$ cat src/rtl/icache_fill_pkg.sv
`default_nettype none
// ============================================================================
// Module   : icache_fill_pkg
// Purpose  : Shared constants, address field positions and fill FSM encoding
// Revision : 1.0  initial release
// ============================================================================
package icache_fill_pkg;

  localparam int c_addr_w   = 32;
  localparam int c_data_w   = 128;
  localparam int c_index_w  = 6;
  localparam int c_way_w    = 3;
  localparam int c_beats    = 4;

  localparam int c_off_lo   = 4;
  localparam int c_index_lo = 6;
  localparam int c_tag_lo   = 12;

  typedef enum logic [2:0] {
    ST_IDLE = 3'd0,
    ST_REQ  = 3'd1,
    ST_RECV = 3'd2,
    ST_TAG  = 3'd3,
    ST_DONE = 3'd4
  } fill_state_t;

endpackage
`default_nettype wire

$ cat src/rtl/icache_fill_beat_buf.sv
`default_nettype none
// ============================================================================
// Module   : icache_fill_beat_buf
// Purpose  : One-entry valid/ready holding buffer for a read beat (offset+data)
// Revision : 1.0  initial release
// ============================================================================
module icache_fill_beat_buf #(
  parameter int WIDTH = 130
) (
  input  logic             clock,
  input  logic             reset,
  input  logic             in_valid,
  output logic             in_ready,
  input  logic [WIDTH-1:0] in_data,
  output logic             out_valid,
  input  logic             out_ready,
  output logic [WIDTH-1:0] out_data
);

  logic             r_full;
  logic [WIDTH-1:0] r_data;

  // A full entry can be replaced in the same cycle it drains.
  assign in_ready  = !r_full | out_ready;
  assign out_valid = r_full;
  assign out_data  = r_data;

  always_ff @(posedge clock or negedge reset) begin
    if (!reset) begin
      r_full <= 1'b0;
      r_data <= '0;
    end else if (in_valid && in_ready) begin
      r_full <= 1'b1;
      r_data <= in_data;
    end else if (r_full && out_ready) begin
      r_full <= 1'b0;
    end
  end

endmodule
`default_nettype wire

$ cat src/rtl/icache_fill.sv
`default_nettype none
// ============================================================================
// Module   : icache_fill
// Purpose  : Icache line refill engine (4-beat burst -> data array, then tag)
//            Option macro ICACHE_FILL_CWF_EN enables critical-word-first.
// Revision : 1.0  initial release
// ============================================================================
module icache_fill
  import icache_fill_pkg::*;
#(
  parameter int ADDR_W  = c_addr_w,
  parameter int DATA_W  = c_data_w,
  parameter int INDEX_W = c_index_w,
  parameter int WAY_W   = c_way_w,
  parameter int BEATS   = c_beats
) (
  input  logic                     clock,
  input  logic                     reset,
  input  logic                     miss_valid,
  output logic                     miss_ready,
  input  logic [ADDR_W-1:0]        miss_addr,
  input  logic [WAY_W-1:0]         miss_way,
  input  logic                     data_array_busy,
  output logic                     mem_ar_valid,
  input  logic                     mem_ar_ready,
  output logic [ADDR_W-1:0]        mem_ar_addr,
  input  logic                     mem_r_valid,
  output logic                     mem_r_ready,
  input  logic [DATA_W-1:0]        mem_r_data,
  input  logic                     mem_r_last,
  input  logic                     mem_r_err,
  output logic                     fill2data_array_valid,
  output logic [INDEX_W-1:0]       fill2data_array_index,
  output logic [WAY_W-1:0]         fill2data_array_way,
  output logic [1:0]               fill2data_array_offset,
  output logic [DATA_W-1:0]        fill2data_array_wdata,
  output logic                     fill2tag_array_valid,
  output logic [INDEX_W-1:0]       fill2tag_array_index,
  output logic [WAY_W-1:0]         fill2tag_array_way,
  output logic [ADDR_W-c_tag_lo-1:0] fill2tag_array_tag,
`ifdef ICACHE_FILL_CWF_EN
  output logic                     cwf_valid,
  output logic [DATA_W-1:0]        cwf_data,
`endif
  output logic                     fill_done_valid,
  output logic                     fill_done_err
);

  localparam int TAG_W = ADDR_W - c_tag_lo;
  localparam int CNT_W = $clog2(BEATS + 1);

  fill_state_t        r_state;
  logic               r_miss_ready;
  logic               r_ar_valid;
  logic [ADDR_W-1:0]  r_ar_addr;
  logic [INDEX_W-1:0] r_index;
  logic [WAY_W-1:0]   r_way;
  logic [TAG_W-1:0]   r_tag;
  logic [1:0]         r_beat_off;
  logic [CNT_W-1:0]   r_beat_cnt;
  logic               r_err;
  logic               r_first;
  logic               r_tag_valid;
  logic               r_done_valid;
  logic               r_done_err;

  logic               w_buf_in_ready;
  logic               w_buf_full;
  logic [DATA_W+1:0]  w_buf_out;
  logic               w_accept;
  logic               w_drain;
  logic               w_all_beats;
  logic               w_last_beat;
  logic [ADDR_W-1:0]  w_ar_addr;
  logic [1:0]         w_start_off;
  logic               w_unused_addr;

`ifdef ICACHE_FILL_CWF_EN
  assign w_ar_addr   = {miss_addr[ADDR_W-1:c_off_lo], 4'b0};
  assign w_start_off = miss_addr[c_index_lo-1:c_off_lo];
  assign cwf_valid   = w_drain & r_first;
  assign cwf_data    = w_buf_out[DATA_W-1:0];
`else
  assign w_ar_addr   = {miss_addr[ADDR_W-1:c_index_lo], 6'b0};
  assign w_start_off = 2'b00;
`endif
  assign w_unused_addr = &{1'b0, miss_addr[c_index_lo-1:0]};

  assign w_all_beats = (r_beat_cnt == CNT_W'(BEATS));
  assign w_last_beat = (r_beat_cnt == CNT_W'(BEATS - 1));
  assign mem_r_ready = (r_state == ST_RECV) & !w_all_beats & w_buf_in_ready;
  assign w_accept    = mem_r_valid & mem_r_ready;
  // hit_read always wins the array, so the drain yields combinationally.
  assign w_drain     = w_buf_full & !data_array_busy;

  icache_fill_beat_buf #(
    .WIDTH (DATA_W + 2)
  ) u_beat_buf (
    .clock     (clock),
    .reset     (reset),
    .in_valid  (w_accept),
    .in_ready  (w_buf_in_ready),
    .in_data   ({r_beat_off, mem_r_data}),
    .out_valid (w_buf_full),
    .out_ready (!data_array_busy),
    .out_data  (w_buf_out)
  );

  always_ff @(posedge clock or negedge reset) begin
    if (!reset) begin
      r_state      <= ST_IDLE;
      r_miss_ready <= 1'b0;
      r_ar_valid   <= 1'b0;
      r_ar_addr    <= '0;
      r_index      <= '0;
      r_way        <= '0;
      r_tag        <= '0;
      r_beat_off   <= '0;
      r_beat_cnt   <= '0;
      r_err        <= 1'b0;
      r_first      <= 1'b0;
      r_tag_valid  <= 1'b0;
      r_done_valid <= 1'b0;
      r_done_err   <= 1'b0;
    end else begin
      case (r_state)
        ST_IDLE: begin
          r_miss_ready <= 1'b1;
          if (miss_valid && r_miss_ready) begin
            r_miss_ready <= 1'b0;
            r_ar_valid   <= 1'b1;
            r_ar_addr    <= w_ar_addr;
            r_index      <= miss_addr[c_tag_lo-1:c_index_lo];
            r_tag        <= miss_addr[ADDR_W-1:c_tag_lo];
            r_way        <= miss_way;
            r_beat_off   <= w_start_off;
            r_beat_cnt   <= '0;
            r_state      <= ST_REQ;
          end
        end
        ST_REQ: begin
          if (mem_ar_ready) begin
            r_ar_valid <= 1'b0;
            r_first    <= 1'b1;
            r_state    <= ST_RECV;
          end
        end
        ST_RECV: begin
          if (w_accept) begin
            r_beat_off <= r_beat_off + 2'd1;
            r_beat_cnt <= r_beat_cnt + CNT_W'(1);
            // Beat count is authoritative; mem_r_last is only cross-checked.
            if (mem_r_err || (mem_r_last != w_last_beat)) r_err <= 1'b1;
          end
          if (w_drain) r_first <= 1'b0;
          if (w_all_beats && w_drain) begin
            r_tag_valid <= !r_err;
            r_state     <= ST_TAG;
          end
        end
        ST_TAG: begin
          r_tag_valid  <= 1'b0;
          r_done_valid <= 1'b1;
          r_done_err   <= r_err;
          r_state      <= ST_DONE;
        end
        ST_DONE: begin
          r_done_valid <= 1'b0;
          r_done_err   <= 1'b0;
          r_err        <= 1'b0;
          r_miss_ready <= 1'b1;
          r_state      <= ST_IDLE;
        end
        default: r_state <= ST_IDLE;
      endcase
    end
  end

  assign miss_ready             = r_miss_ready;
  assign mem_ar_valid           = r_ar_valid;
  assign mem_ar_addr            = r_ar_addr;
  assign fill2data_array_valid  = w_drain;
  assign fill2data_array_index  = r_index;
  assign fill2data_array_way    = r_way;
  assign fill2data_array_offset = w_buf_out[DATA_W+1:DATA_W];
  assign fill2data_array_wdata  = w_buf_out[DATA_W-1:0];
  assign fill2tag_array_valid   = r_tag_valid;
  assign fill2tag_array_index   = r_index;
  assign fill2tag_array_way     = r_way;
  assign fill2tag_array_tag     = r_tag;
  assign fill_done_valid        = r_done_valid;
  assign fill_done_err          = r_done_err;

endmodule
`default_nettype wire
$ cat config.mk
export PLATFORM = sky130hd
export DESIGN_NAME = icache_fill
export DESIGN_NICKNAME = d
export VERILOG_FILES = /design/src/rtl/icache_fill_pkg.sv /design/src/rtl/icache_fill_beat_buf.sv /design/src/rtl/icache_fill.sv
export SDC_FILE = /design/constraint.sdc
export NUM_CORES = 1
export LEC_CHECK = 0
export ABC_AREA = 1
export CORE_AREA = 2 2 146 148
export DETAILED_ROUTE_END_ITERATION = 8
export DIE_AREA = 0 0 148 150
export PLACE_DENSITY = 0.73
export SLEW_MARGIN = 15
export SYNTH_ARGS = -nofsm -noshare
export SYNTH_HDL_FRONTEND = slang
export SYNTH_HIERARCHICAL = 1
export SYNTH_SLANG_ARGS = --single-unit
export TNS_END_PERCENT = 5
$ cat constraint.sdc
create_clock -name clock -period 5.8 [get_ports clock]
set_clock_uncertainty 0.15 [all_clocks]
set_input_delay 1.74 -clock clock [delete_from_list [all_inputs] [get_ports clock]]
set_output_delay 1.74 -clock clock [all_outputs]
set_load 0.02 [all_outputs]
==> impl_metrics.tcl <==
set metrics [dict create \
    outcome "finished clean" \
    grt_overflow 0 \
    ys_types 24 \
    synthCells 826 \
    finalHoldViolCount 0 \
    coreArea_mm2 0.02069 \
    synth_warnings 6 \
    grt_max_degree 98 \
    design_area_mm2 0.01140 \
    power.total_mw 6.455 \
    post_cts_buffers 0 \
    crit_fanout 3 \
    antenna_found_initial 1 \
    ant_nets 0 \
    viasPerCell 4.569 \
    hold_buffers 0 \
    cts_max_level 4 \
    cts.sinks 174 \
    period_needed_ns 5.167 \
    hold_path_depth 2 \
    syn_area_mm2 0.007308 \
    first_global_vias 6288 \
    hpwl_mm 15.27 \
    worstPathArrival_ns 3.28 \
    cts.path.max_buffers 2 \
    routabilityCongestion 0.7651 \
    finalCritPeriodShare 0.8909 \
    final_max_slew_viol_count 0 \
    firstDrtPassIters 4 \
    hold-path-endpoint "u_beat_buf/out_data[55]$_DFFE_PN0P_" \
    area_growth_pct 55.95 \
    final_common_cell "nand2_1" \
    avgSynthCellArea_um2 8.848 \
    port_buffers 365 \
    num_antenna_cells 0 \
    drt_iter0_markers 273 \
    pwr_density_cell_mw_per_mm2 566.3 \
    most-common-layout-cells "372 x nand2_1, 364 x clkdlybuf4s50_1, 174 x dfrtp_1" \
    clock_latency_ns 0.42 \
    die_area_mm2 0.02220 \
    drv_cap 0 \
    path_delay_family "buffers and inverters" \
    routed_wl_mm 21.98 \
    cts_buffers 17 \
    fp.dieW_um 148 \
    worstHoldStart "u_beat_buf/out_data[55]$_DFFE_PN0P_" \
    setup_tns_ns 0 \
    cts_resized 0 \
    fmax_mhz 193.5 \
    crit_chain "clkdlybuf4s50_1, inv_1, inv_1, nand2_4, nand2_1, nor2_4, clkdlybuf4s50_1" \
    worst-setup-path-type "in2out" \
    grt_setup_unrepaired "no" \
    start_kind "primary input" \
    grt_util_all_layers 0.1922 \
    drive_gt1_frac 0.04196 \
    die_y_um 150 \
    post-route-drc-count 0 \
    dp_slack_ns 0.6304 \
    grt_pass1_wl_mm 33.43 \
    clk_pin_slew_ns 0.06 \
    setup_violations 0 \
    yosysSeqAreaShare 0.5958 \
    worst_pin_slew_ns 0.9822 \
    required_ns 3.91 \
    r2r-end "u_beat_buf/out_data[66]$_DFFE_PN0P_" \
    timing.final.ws_setup_ns 0.6326 \
    leakage_nw 5.527 \
    vias 6484 \
    slowest_stage "clkdlybuf4s50_1" \
    synth_area_leaders "dfrtp_1 60%, nand2_1 19%, nand3_1 9.7%" \
    rr_worst_depth 11 \
    clockRootBuffer "clkbuf_16" \
    synth_top_area_frac 0.5958 \
    final_nets 1305 \
    place_area_mm2 0.01084 \
    cts_tree "yes" \
    final_core_util 0.5509 \
    num_rows 53 \
    cp-end-kind "output port" \
    max_slew_margin 0.3452 \
    slowest_delay_ns 0.63 \
    start_util 0.3532 \
    synth_top_area_cell "dfrtp_1" \
    boundaryPins 378 \
    reg2reg_from "r_beat_cnt[0]$_DFFE_PN0P_" \
    critPathBufInv 4 \
    irDropWorstVdd_uv 228.0 \
    ys_ff_latch 174 \
    rrSetupSlack_ns 3.01 \
    hold_path.class "reg2reg" \
    wire_per_inst_um 15.49 \
]
## metal layers
metal / part of all wire / wire, um / GRT usage / vias up
li1: - / - / - / 3162
met1: 0.41 / 8912 / 0.2266 / 3051
met2: 0.50 / 10900 / 0.3269 / 241
met3: 0.078 / 1718 / 0.06433 / 28
met4: 0.020 / 438 / 0.07143 / 2
met5: 0.00059 / 13 / 0 / -
## worst max-delay path by stage
stage | from | to | cells past startpoint | slack (ns)
floorplan | data_array_busy | mem_r_ready | 6 | 1.51
global placement | data_array_busy | mem_r_ready | 7 | 0.64
detailed placement | data_array_busy | mem_r_ready | 7 | 0.63
CTS | data_array_busy | mem_r_ready | 7 | 0.63
global route | data_array_busy | mem_r_ready | 7 | 0.59
finish | data_array_busy | mem_r_ready | 7 | 0.63
## state kept, by name, indices dropped and copies added, names as in the netlist, 2 cells and up
register and count:
u_beat_buf/out_data 130, fill2tag_array_tag 20, fill2data_array_index 5, fill2data_array_way 3, r_beat_cnt 3, r_state 3, r_beat_off 2
## where the power goes
group / switching [mW] / internal (mW) / leakage, nW
clock network: 0.514 / 0.600 / 0.274
logic: 1.79 / 1.45 / 3.06
registers: 0.343 / 1.76 / 2.19
total: 2.65 / 3.81 / 5.53
## area by class of cell
type	instances	area, um2
sequential	174	4354
clock buffer	18	429.2
multi-input combinational	549	2342
tap	275	344.1
timing repair buffer	371	3725
clock inverter	14	132.6
inverter	18	70.07
fill	1864	9293
## cells by family after synthesis
| logic type | count (synthesis) | share of synthesized area |
|---|---|---|
| other cells | 1 | 0.0005131 |
| simple gates | 536 | 0.3075 |
| fa+ha+maj | 3 | 0.005137 |
| compound gates | 3 | 0.002225 |
| xor+xnor | 1 | 0.001199 |
| buf+inv | 108 | 0.08766 |
| flops | 174 | 0.5958 |
## metrics by stage
step	hold WS, ns	std cells
floorplan	0.3076	831
global placement	0.3018	1387
detailed placement	0.3071	1387
CTS	0.3231	1419
global route	0.3398	1419
finish	0.3175	1419
## cells in the mapped netlist, drive strengths merged
library cell and n:
a21oi 1, buf 85, clkbuf 5, conb 1, dfrtp 174, ha 3, inv 18, nand2 376
nand3 141, nand3b 1, nand4 4, nor2 12, nor3 2, o21ai 1, o22ai 1, xnor2 1
## worst min-delay path, stage by stage, from the launching register on
cell     delay [ns]
dfrtp_1        0.34
nand2_1        0.05
nand2_1        0.05
Note: power is estimated with default switching activity, not from simulation.
